**config.mk**
```make
export PLATFORM = sky130hd
export DESIGN_NAME = led_pattern_sequencer
export DESIGN_NICKNAME = d
export VERILOG_FILES = /design/src/rtl/led_pattern_sequencer.sv
export SDC_FILE = /design/constraint.sdc
export NUM_CORES = 1
export LEC_CHECK = 0
export CAP_MARGIN = 20
export CORE_MARGIN = 2
export CORE_UTILIZATION = 30
export DETAILED_ROUTE_END_ITERATION = 8
export GPL_ROUTABILITY_DRIVEN = 1
export PLACE_DENSITY = 0.58
export SETUP_SLACK_MARGIN = 0.4
export SYNTH_ARGS = -nofsm -noshare
export SYNTH_HDL_FRONTEND = slang
export SYNTH_SLANG_ARGS = --single-unit
```
**constraint.sdc**
```tcl
create_clock -name CLK -period 3.6 [get_ports CLK]
set_input_delay 1.08 -clock CLK [delete_from_list [all_inputs] [get_ports CLK]]
set_output_delay 1.08 -clock CLK [all_outputs]
set_load 0.005 [all_outputs]
```
**src/rtl/led_pattern_sequencer.sv**
```systemverilog
// Steps four board LEDs through CHASE, BOUNCE, BINARY and ALTERNATE patterns
// at a prescaled rate, with mode cycling, pause and a 2-bit rate divider.
module led_pattern_sequencer #(
    parameter int CLKS_PER_STEP = 2500000
) (
    input  logic       CLK,
    input  logic       RST,
    input  logic       i_Next,
    input  logic       i_Pause,
    input  logic [1:0] i_Speed,
    output logic [1:0] o_Mode,
    output logic       o_Step_Tick,
    output logic       LED1,
    output logic       LED2,
    output logic       LED3,
    output logic       LED4
);

    localparam int CW = $clog2(CLKS_PER_STEP);

    typedef enum logic [1:0] {
        CHASE     = 2'd0,
        BOUNCE    = 2'd1,
        BINARY    = 2'd2,
        ALTERNATE = 2'd3
    } mode_e;

    mode_e          mode_q,    mode_d;
    logic [3:0]     pattern_q, pattern_d;
    logic           dirUp_q,   dirUp_d;
    logic [CW-1:0]  count_q,   count_d;
    logic [2:0]     sub_q,     sub_d;
    logic           tick_q,    tick_d;

    logic           terminal;
    logic [2:0]     subLimit;
    logic           subDone;
    mode_e          nextMode;
    logic [3:0]     startPattern;
    logic [3:0]     steppedPattern;
    logic           steppedDirUp;

    // Number of extra sub-steps per step is 2**i_Speed - 1.
    always_comb begin
        subLimit = 3'd0;
        case (i_Speed)
            2'd0: subLimit = 3'd0;
            2'd1: subLimit = 3'd1;
            2'd2: subLimit = 3'd3;
            2'd3: subLimit = 3'd7;
            default: subLimit = 3'd0;
        endcase
    end

    assign terminal = (count_q == CW'(CLKS_PER_STEP - 1));
    assign subDone  = (sub_q >= subLimit);
    assign nextMode = mode_e'(mode_q + 2'd1);

    always_comb begin
        startPattern = 4'b0001;
        case (nextMode)
            CHASE:     startPattern = 4'b0001;
            BOUNCE:    startPattern = 4'b0001;
            BINARY:    startPattern = 4'b0000;
            ALTERNATE: startPattern = 4'b0101;
            default:   startPattern = 4'b0001;
        endcase
    end

    // BOUNCE reverses on the step taken from an end position, not on arrival.
    always_comb begin
        steppedPattern = pattern_q;
        steppedDirUp   = dirUp_q;
        case (mode_q)
            CHASE: steppedPattern = {pattern_q[2:0], pattern_q[3]};
            BOUNCE: begin
                if (dirUp_q) begin
                    if (pattern_q == 4'b1000) begin
                        steppedPattern = 4'b0100;
                        steppedDirUp   = 1'b0;
                    end else begin
                        steppedPattern = {pattern_q[2:0], 1'b0};
                    end
                end else begin
                    if (pattern_q == 4'b0001) begin
                        steppedPattern = 4'b0010;
                        steppedDirUp   = 1'b1;
                    end else begin
                        steppedPattern = {1'b0, pattern_q[3:1]};
                    end
                end
            end
            BINARY:    steppedPattern = pattern_q + 4'd1;
            ALTERNATE: steppedPattern = ~pattern_q;
            default:   steppedPattern = pattern_q;
        endcase
    end

    // A mode change overrides pause and any coincident step.
    always_comb begin
        mode_d    = mode_q;
        pattern_d = pattern_q;
        dirUp_d   = dirUp_q;
        count_d   = count_q;
        sub_d     = sub_q;
        tick_d    = 1'b0;
        if (i_Next) begin
            mode_d    = nextMode;
            pattern_d = startPattern;
            dirUp_d   = 1'b1;
            count_d   = '0;
            sub_d     = 3'd0;
        end else if (!i_Pause) begin
            if (terminal) begin
                count_d = '0;
                if (subDone) begin
                    sub_d     = 3'd0;
                    pattern_d = steppedPattern;
                    dirUp_d   = steppedDirUp;
                    tick_d    = 1'b1;
                end else begin
                    sub_d = sub_q + 3'd1;
                end
            end else begin
                count_d = count_q + CW'(1);
            end
        end
    end

    always_ff @(posedge CLK) begin
        if (RST) begin
            mode_q    <= CHASE;
            pattern_q <= 4'b0001;
            dirUp_q   <= 1'b1;
            count_q   <= '0;
            sub_q     <= 3'd0;
            tick_q    <= 1'b0;
        end else begin
            mode_q    <= mode_d;
            pattern_q <= pattern_d;
            dirUp_q   <= dirUp_d;
            count_q   <= count_d;
            sub_q     <= sub_d;
            tick_q    <= tick_d;
        end
    end

    assign o_Mode      = mode_q;
    assign o_Step_Tick = tick_q;
    assign LED1        = pattern_q[0];
    assign LED2        = pattern_q[1];
    assign LED3        = pattern_q[2];
    assign LED4        = pattern_q[3];

endmodule

```
# Word level (Yosys, flattened, before mapping)
# Index checks and enable logic that the tools add are counted.
# Widths: inputs -> output; s select.
# word_totals
output_inout_bits,7
wordCells,54
ff_bits,33
# op_classes
n_eq_ne,13
n_lt_le_gt_ge,1
n_reduce_logical,11
addsub,4
mux,16
bitwise_logic,3
# ops
operator,n
$mux 4,6
$add 22x1->22 const B,1
$eq 22x22->1 const B,1
$mux 22,1
$pmux 4 s4,1
$eq 2x2->1 const B,6
$pmux 3 s4,1
$pmux 4 s3,1
$eq 2x1->1 const B,3
$logic_not 2->1,3
$mux 3,2
$add 4x1->4 const B,1
$eq 4x1->1 const B,1
$eq 4x4->1 const B,1
$mux 1,4
$not 4->4,1
$reduce_and 4->1,1
$reduce_bool 2->1,2
$reduce_or 2->1,2
$reduce_or 4->1,1
$add 3x1->3 const B,1
$ge 3x3->1,1
$reduce_and 3->1,1
$add 2x1->2 const B,1
other kinds (3),4

# Depth between registers and ports, before layout
# Gate-level depths: netlist of the first run.
# depth
word_depth,8
depth_mapped,7
ltp_nobuf,7

# Worst setup path after synthesis of the first run
# No wires, ideal clock.
# synth_timing
path_type,input-to-reg
from,input port i_Speed[0]
to,register dirUp_q
setup_slack_ps,906
setup_ps,145
required_time_ps,3455
t_arrival_ps,2549
path_stages,7
path_cell_list,or2_2 -> ha_1 -> nor2b_1 -> o21ai_0 -> and4_1 -> and4_1 -> o21ai_0
# synth_between
elab_chain_cells,4
word_cells_on_any_way,7
classes_between,order compare (1); eq/ne (3); mux (1); reduce/logical (2)
# synth_rtl
item,line_no,source
"start, declared",10,"input logic [1:0] i_Speed,"
$eq 2x2->1 (tied with other cells),46,case (i_Speed)
$pmux 3 s4 (*),46,
$ge 3x3->1 (*),56,assign subDone = (sub_q >= subLimit);
$reduce_and 4->1 (no line) (*),--,
"end signal, assigned",141,dirUp_q <= dirUp_d;
"end, declared",30,"logic dirUp_q, dirUp_d;"
# Every way passes the cells marked *; elsewhere a longest branch is shown, timed or not.
# A chain may end at the register's enable or synchronous reset.

# Worst setup path in the final report of the first run
# layout_timing
from,input port i_Speed[0]
to,register pattern_q[3]
# layout_between
elab_chain_cells,5
word_cells_on_any_way,8
classes_between,order compare (1); eq/ne (3); mux (1); reduce/logical (3)
# layout_rtl
item,line_no,source
$eq 2x2->1 (tied with other cells),46,
$pmux 3 s4 (*),46,
$ge 3x3->1 (*),56,
$reduce_bool 2->1 (no line) (*),--,
$reduce_and 3->1 (no line) (*),--,
"end signal, assigned",140,pattern_q <= pattern_d;
"end, declared",29,"logic [3:0] pattern_q, pattern_d;"
# Marks and branches as above.

==> results.md, run 1 <==
* Syn Inst Count at 219
* Setup crit end kind: flop
* RSZ-0062 raised after global routing: false
* Worst hold stages at 2
* CORE AREA at about 0.0060 mm²
* Post-CTS setup buffer count at 0
* Synth Cell Area at 0.00187 mm²
* Synthesis-to-layout area growth at 15.0%
* Worst Setup Path Type: in2reg
* Total leakage power at 0.829 nW
* Maximum number of pins on one net before global-route repair at 22
* CP required at 3.77 ns
* CTS clock-pin slew for the worst setup and hold paths at 0.07 ns
* Drt drc at 0
* Layout cells sized above 1 at 0.0819
* Setup_tns at 0 ns
* Startpoint Class: input port
* First-pass GRT wire length at 6350 µm
* Final setup vio count at 0
* Pwr dens at 343 mW/mm²
* IO Port Bufs at 12
* Antenna diodes at 0
* Clock skew at 0.00644 ns
* Die Y at 83.0 µm
* Die ar. at 0.00690 mm²
* Yosys warns at 0
* Final setup margin at 0.643 ns
* Clock buffer depth at 2
* Core Rows at 28
* Number of synthesized flops with an enable pin at 0
* Max-Cap Viols at 0
* Yosys cell types at 48
* Critical Path AT at 3.13 ns
* Most frequent cells in the layout: dfxtp_1 (33), nor2_1 (32), nand2_1 (17), xor2_1 (17), ha_1 (13)
* Total gr overflow at 0
* Hold Fails Final Rpt at 0
* Final Power at 0.000740 W
* CP Cell Sequence: clkdlybuf4s50_1 > or2_2 > ha_1 > nor2b_1 > o21ai_1 > and4_1 > o221ai_1 > o211a_1
* Via/cell ratio at 5.06
* Initial Util at 0.313
* Final core occ at 0.360
* Main flop type after synthesis: dfxtp_1
* Top cells by area, synth: dfxtp_1 (35%), ha_1 (8.7%), xor2_1 (7.9%)
* Clock sinks at 33
* CTS tree: done
* Fin crit share at 0.821
* Seq cells post-synth at 33
* RePlAce Congestion at 0.742
* Critical Path Max Stage Delay at 0.42 ns
* Rel. slew slack at 0.628
* Largest delay share family, worst path: simple AND/OR/NAND/NOR gates
* Mean Syn Cell Area at roughly 8.6 µm²
* Levels on crit path at 8
* Seq/Total Area, Yosys at 0.352
* Initial antenna violation count at 0
* Slowest CP cell: clkdlybuf4s50_1
* Max Fanout on Critical Path at 6
* Total GRT Usage at 0.108
* Via Count at 1554
* Horiz. Die Dim at 83.0 µm
* PostCTS Resize Cnt at 0
* CTS Hold Bufs at 0
* Fill cells at 618
* Worst slew pin tran at 0.553 ns
* Fmax at 338 MHz
* CP bufs+invs at 1
* Final slew viol count at 0
* HP Class: reg2reg
* Syn Nets at 238
* Number of top-level pins at 13
* CTS Root Cell: clkbuf_8
* Wire per inst at 11.8 µm
* Post-synth ARST share at 0
* VDD IR max at around 0.00024 V
* Vias in the first global route at 1435
* Initial drt markers at 59
* Status: finished, final reports clean
* Cts bufs inserted at 5
* Leading area contributor after synthesis: dfxtp_1
* Period minus WS final at 2.96 ns
* Area share of the leading cell type in the synthesized netlist at 0.352
* Nets at 250
* # H-tree levels at 2
* Routed wire length at 3620 µm
* Clock latency on the worst-skew pair at between 0.2 and 0.3 ns
* Antenna-violating nets left at 0
* Post-Place Setup Slack at around 0.15 ns
* R2r worst-path depth at 5
* Most common cell after layout, fill and taps aside: dfxtp_1
* DR pass1 iterations at 4
* Placed wire-length estimate at 2560 µm
## synthesized netlist by cell type, drive strengths merged (5+ instances only)
library cell  number
xor2              17
ha                13
o21ai              5
nand4              7
inv                9
clkbuf             5
nor2b              5
dfxtp             33
nand3             12
nand2             18
a21oi              6
nor2              32
## through the flow
step                instances  hold slack [ns]  area, µm²
floorplan                 219            0.449       1870
global placement          299            0.476       2050
detailed placement        299            0.479       2050
CTS                       307            0.488       2160
global route              307            0.510       2160
finish                    307            0.482       2160
## power breakdown
part	switching [W]	internal, W	total [W]	leakage (nW)
logic	0.0000331	0.0000295	0.0000626	0.508
registers	0.00000631	0.000369	0.000375	0.266
clock network	0.000129	0.000173	0.000302	0.0542
total	0.000169	0.000571	0.000740	0.829
## layer usage
| layer | track usage | up-vias | part of all wire |
|---|---|---|---|
| met5 | 0 | - | 0 |
| met4 | 0.0224 | 0 | 0.0041 |
| met3 | 0.0328 | 2 | 0.036 |
| met2 | 0.180 | 24 | 0.46 |
| met1 | 0.139 | 734 | 0.50 |
| li1 | - | 794 | - |
## registers in the layout (all words and copies together), names as in the netlist
signal and flops:
count_q 22, pattern_q 4, o_Mode 2, sub_q 3, o_Step_Tick 1, dirUp_q 1
## kinds of logic (layout without fill, tap and decap cells)
kind of cell,after synthesis,after routing,synth area share
AND/OR/NAND/NOR,101,101,0.288
flip-flops,33,33,0.352
AO/OA/AOI/OAI,30,30,0.114
XOR/XNOR,21,21,0.0981
buffers and inverters,18,31,0.0441
adder cells (fa/ha/maj),13,13,0.0868
multiplexers,3,3,0.0160
## area by class of cell
cell class	count	area (µm²)	share of cell area
clock buffers	7	96.3	0.0447
clock inverters	1	5.00	0.00232
multi-input cells	168	1130	0.525
well taps	75	93.8	0.0435
repair buffers	14	135	0.0627
flip-flops and latches	33	661	0.306
inverters	9	33.8	0.0157
## worst register-to-register path: stages (launching register included)
cell and delay, ns:
dfxtp_1 0.37, or4b_2 0.69, nor3_1 0.18, and4_1 0.34, o221ai_1 0.16, o211a_1 0.14
## path summary, 6_finish.rpt
path         startpoint           end  slack, ns
max reg2reg  count_q[6]  pattern_q[3]       1.60
max          i_Speed[0]  pattern_q[3]       0.64
min reg2reg    sub_q[1]      sub_q[1]       0.48
min            sub_q[1]      sub_q[1]       0.48
Power figures use the tool's default switching activity.
==> run 2: changes to the inputs <==
--- a/config.mk
+++ b/config.mk
@@ -10,7 +10,7 @@
 export CORE_UTILIZATION = 30
 export DETAILED_ROUTE_END_ITERATION = 8
 export GPL_ROUTABILITY_DRIVEN = 1
-export PLACE_DENSITY = 0.58
+export PLACE_DENSITY = 0.6
 export SETUP_SLACK_MARGIN = 0.4
 export SYNTH_ARGS = -nofsm -noshare
 export SYNTH_HDL_FRONTEND = slang
==> constraint.sdc (replaced) <==
create_clock -name CLK -period 2.6 [get_ports CLK]
set_input_delay 0.78 -clock CLK [delete_from_list [all_inputs] [get_ports CLK]]
set_output_delay 0.78 -clock CLK [all_outputs]
set_load 0.005 [all_outputs]
==> run 2 against run 1 <==
Net effect: first-iteration DRC count down 22%; critical path type unchanged; largest power group unchanged; via count up 0.45%; clock-buffer cell count down 1; non-clock buffer count up 6; die area unchanged; global-route usage up 0.69 points; design area up 3.1%; routed wire length up 3.9%; register-to-register slack worse by 0.95 ns.
==> results.md, run 2 (synthesis results as in run 1) <==
* Status: finished, final reports clean (unchanged)
* Levels on crit path at 6 (was 8)
* Routed wire length at 3760 µm (was 3620 µm)
* CTS Root Cell: clkbuf_8 (unchanged)
* Clock sinks at 33 (unchanged)
* Antenna diodes at 0 (unchanged)
* R2r worst-path depth at 5 (unchanged)
* Vias in the first global route at 1468 (was 1435)
* Final setup margin at 0.485 ns (was 0.643 ns)
* Most flop-heavy register: count_q (unchanged)
* Setup crit end kind: flop (unchanged)
* Most frequent cells in the layout: nor2_1 (32), dfxtp_1 (32), nand2_1 (17), xor2_1 (17), ha_1 (13) (was dfxtp_1 (33), nor2_1 (32), nand2_1 (17), xor2_1 (17), ha_1 (13))
* Max FFs per register at 22 (unchanged)
* DP Cell Count at 303 (was 299)
* Die ar. at 0.00690 mm² (unchanged)
* Wire per inst at 12.0 µm (was 11.8 µm)
* Rel. slew slack at 0.661 (was 0.628)
* Maximum number of pins on one net before global-route repair at 22 (unchanged)
* Pwr dens at 445 mW/mm² (was 343 mW/mm²)
* VDD IR max at 0.000267 V (was 0.000242 V)
* Drt drc at 0 (unchanged)
* Placed wire-length estimate at 2650 µm (was 2560 µm)
* First-pass GRT wire length at 6710 µm (was 6350 µm)
* Final setup vio count at 0 (unchanged)
* Period minus WS final at 2.11 ns
* Worst Setup Path Type: in2reg (unchanged)
* CP required at 2.82 ns (was 3.77 ns)
* Startpoint Class: input port (unchanged)
* CORE AREA at 0.00599 mm² (unchanged)
* Hold Fails Final Rpt at 0 (unchanged)
* Total leakage power at 0.867 nW (was 0.829 nW)
* Initial Util at 0.313 (unchanged)
* Worst slew pin tran at 0.505 ns (was 0.553 ns)
* Max Fanout on Critical Path at 8 (was 6)
* Clock latency on the worst-skew pair at 0.28 ns (about the same)
* Post-Place Setup Slack at -0.0871 ns (was 0.152 ns)
* Final slew viol count at 0 (unchanged)
* Worst hold stages at 2 (unchanged)
* Finished Layout Cells at 313 (was 307)
* Nets at 256 (was 250)
* Max-Cap Viols at 0 (unchanged)
* CP Cell Sequence: clkdlybuf4s50_1 > and4b_1 > and3_4 > nand2_2 > or3_1 > a21oi_1 (was clkdlybuf4s50_1 > or2_2 > ha_1 > nor2b_1 > o21ai_1 > and4_1 > o221ai_1 > o211a_1)
* Total GRT Usage at 0.115 (was 0.108)
* Cts bufs inserted at 5 (unchanged)
* Clock skew at 0.00422 ns (was 0.00644 ns)
* Fmax at between 400 and 500 MHz
* Horiz. Die Dim at 83.0 µm (unchanged)
* Core Rows at 28 (unchanged)
* Largest delay share family, worst path: simple AND/OR/NAND/NOR gates (unchanged)
* Layout cells sized above 1 at 0.122 (was 0.0819)
* Initial drt markers at 46 (was 59)
* CTS tree: done (unchanged)
* RSZ-0062 raised after global routing: false (unchanged)
* CP bufs+invs at 1 (unchanged)
* CTS clock-pin slew for the worst setup and hold paths at 0.07 ns (about the same)
* CTS Hold Bufs at 0 (unchanged)
* IO Port Bufs at 12 (unchanged)
* Top flop regs: count_q x22, pattern_q x4, sub_q x3 (unchanged)
* Via Count at 1561 (was 1554)
* # H-tree levels at 2 (unchanged)
* Number of top-level pins at 13 (unchanged)
* Post-route cell area at 0.00222 mm² (was 0.00216 mm²)
* Antenna-violating nets left at 0 (unchanged)
* Slowest CP cell: clkdlybuf4s50_1 (unchanged)
* Die Y at 83.0 µm (unchanged)
* HP Class: reg2reg (unchanged)
* Clock buffer depth at 2 (unchanged)
* Critical Path Max Stage Delay at 0.41 ns (was 0.42 ns)
* Fin crit share at 0.813
* Placed Area at 0.00211 mm² (was 0.00205 mm²)
* Via/cell ratio at 4.99 (was 5.06)
* Total gr overflow at 0 (unchanged)
* Initial antenna violation count at 0 (unchanged)
* Synthesis-to-layout area growth at 18.6% (was 15.0%)
* Critical Path AT at 2.33 ns (was 3.13 ns)
* Final hold slack at 0.492 ns (was 0.482 ns)
* RePlAce Congestion at 0.841 (was 0.742)
* DR pass1 iterations at 4 (unchanged)
## run 2: changes by cell type in the layout (fill, tap and decap cells not counted), sizes merged
cell,delta
dlygate4sd2,+2
clkinv,+1
clkbuf,-1
buf,+6
clkdlybuf4s50,-2
## run 2: through the flow
| stage | utilization | setup TNS, ns | power (W) |
|---|---|---|---|
| after floorplan | - | 0 | 0.000588 |
| after global placement | 0.352 | -0.180 | 0.000626 |
| after detailed placement | 0.352 | -0.470 | 0.000626 |
| after CTS | 0.370 | 0 | 0.00101 |
| after global routing | 0.371 | 0 | 0.00105 |
| final | 0.371 | 0 | 0.000989 |
## run 2: per-layer routing
| layer | wire length, µm | track usage |
|---|---|---|
| met5 | 0 | 0 |
| met4 | 0 | 0.0402 |
| met3 | 123 | 0.0298 |
| met2 | 1760 | 0.180 |
| met1 | 1870 | 0.153 |
## run 2: final cells by class
class / count / area [µm²]
Multi-Input combinational cell: 168 / 1160
Fill cell: 642 / 3770
Clock inverter: 2 / 10.0
Inverter: 9 / 33.8
Sequential cell: 33 / 662
Timing Repair Buffer: 20 / 190
Tap cell: 75 / 93.8
Clock buffer: 6 / 72.6
## run 2: worst min-delay path: cells and delay by family, from the launching register on
family / cells / cell delay [ns]
AND/OR/NAND/NOR: 1 / 0.06
AO/OA/AOI/OAI: 1 / 0.05
flip-flops: 1 / 0.33
## run 2: path summary, 6_finish.rpt
path	from	to	slack [ns]
max	i_Pause	sub_q[1]	0.49
min	sub_q[1]	sub_q[1]	0.49
max reg2reg	count_q[13]	pattern_q[3]	0.65
min reg2reg	sub_q[1]	sub_q[1]	0.49
## run 2: timing repair
| item | 4_1_cts | 5_1_grt |
|---|---|---|
| gates resized for setup | 6 | 2 |
| setup endpoints to repair | 8 | 2 |
| pin swaps | 4 | 0 |
| buffers inserted | 2 | 0 |
| cloned | 0 | 0 |
## run 2: where the power goes
group | internal [W] | switching [W]
registers | 0.000511 | 0.00000938
clock network | 0.000185 | 0.000188
logic | 0.0000468 | 0.0000487
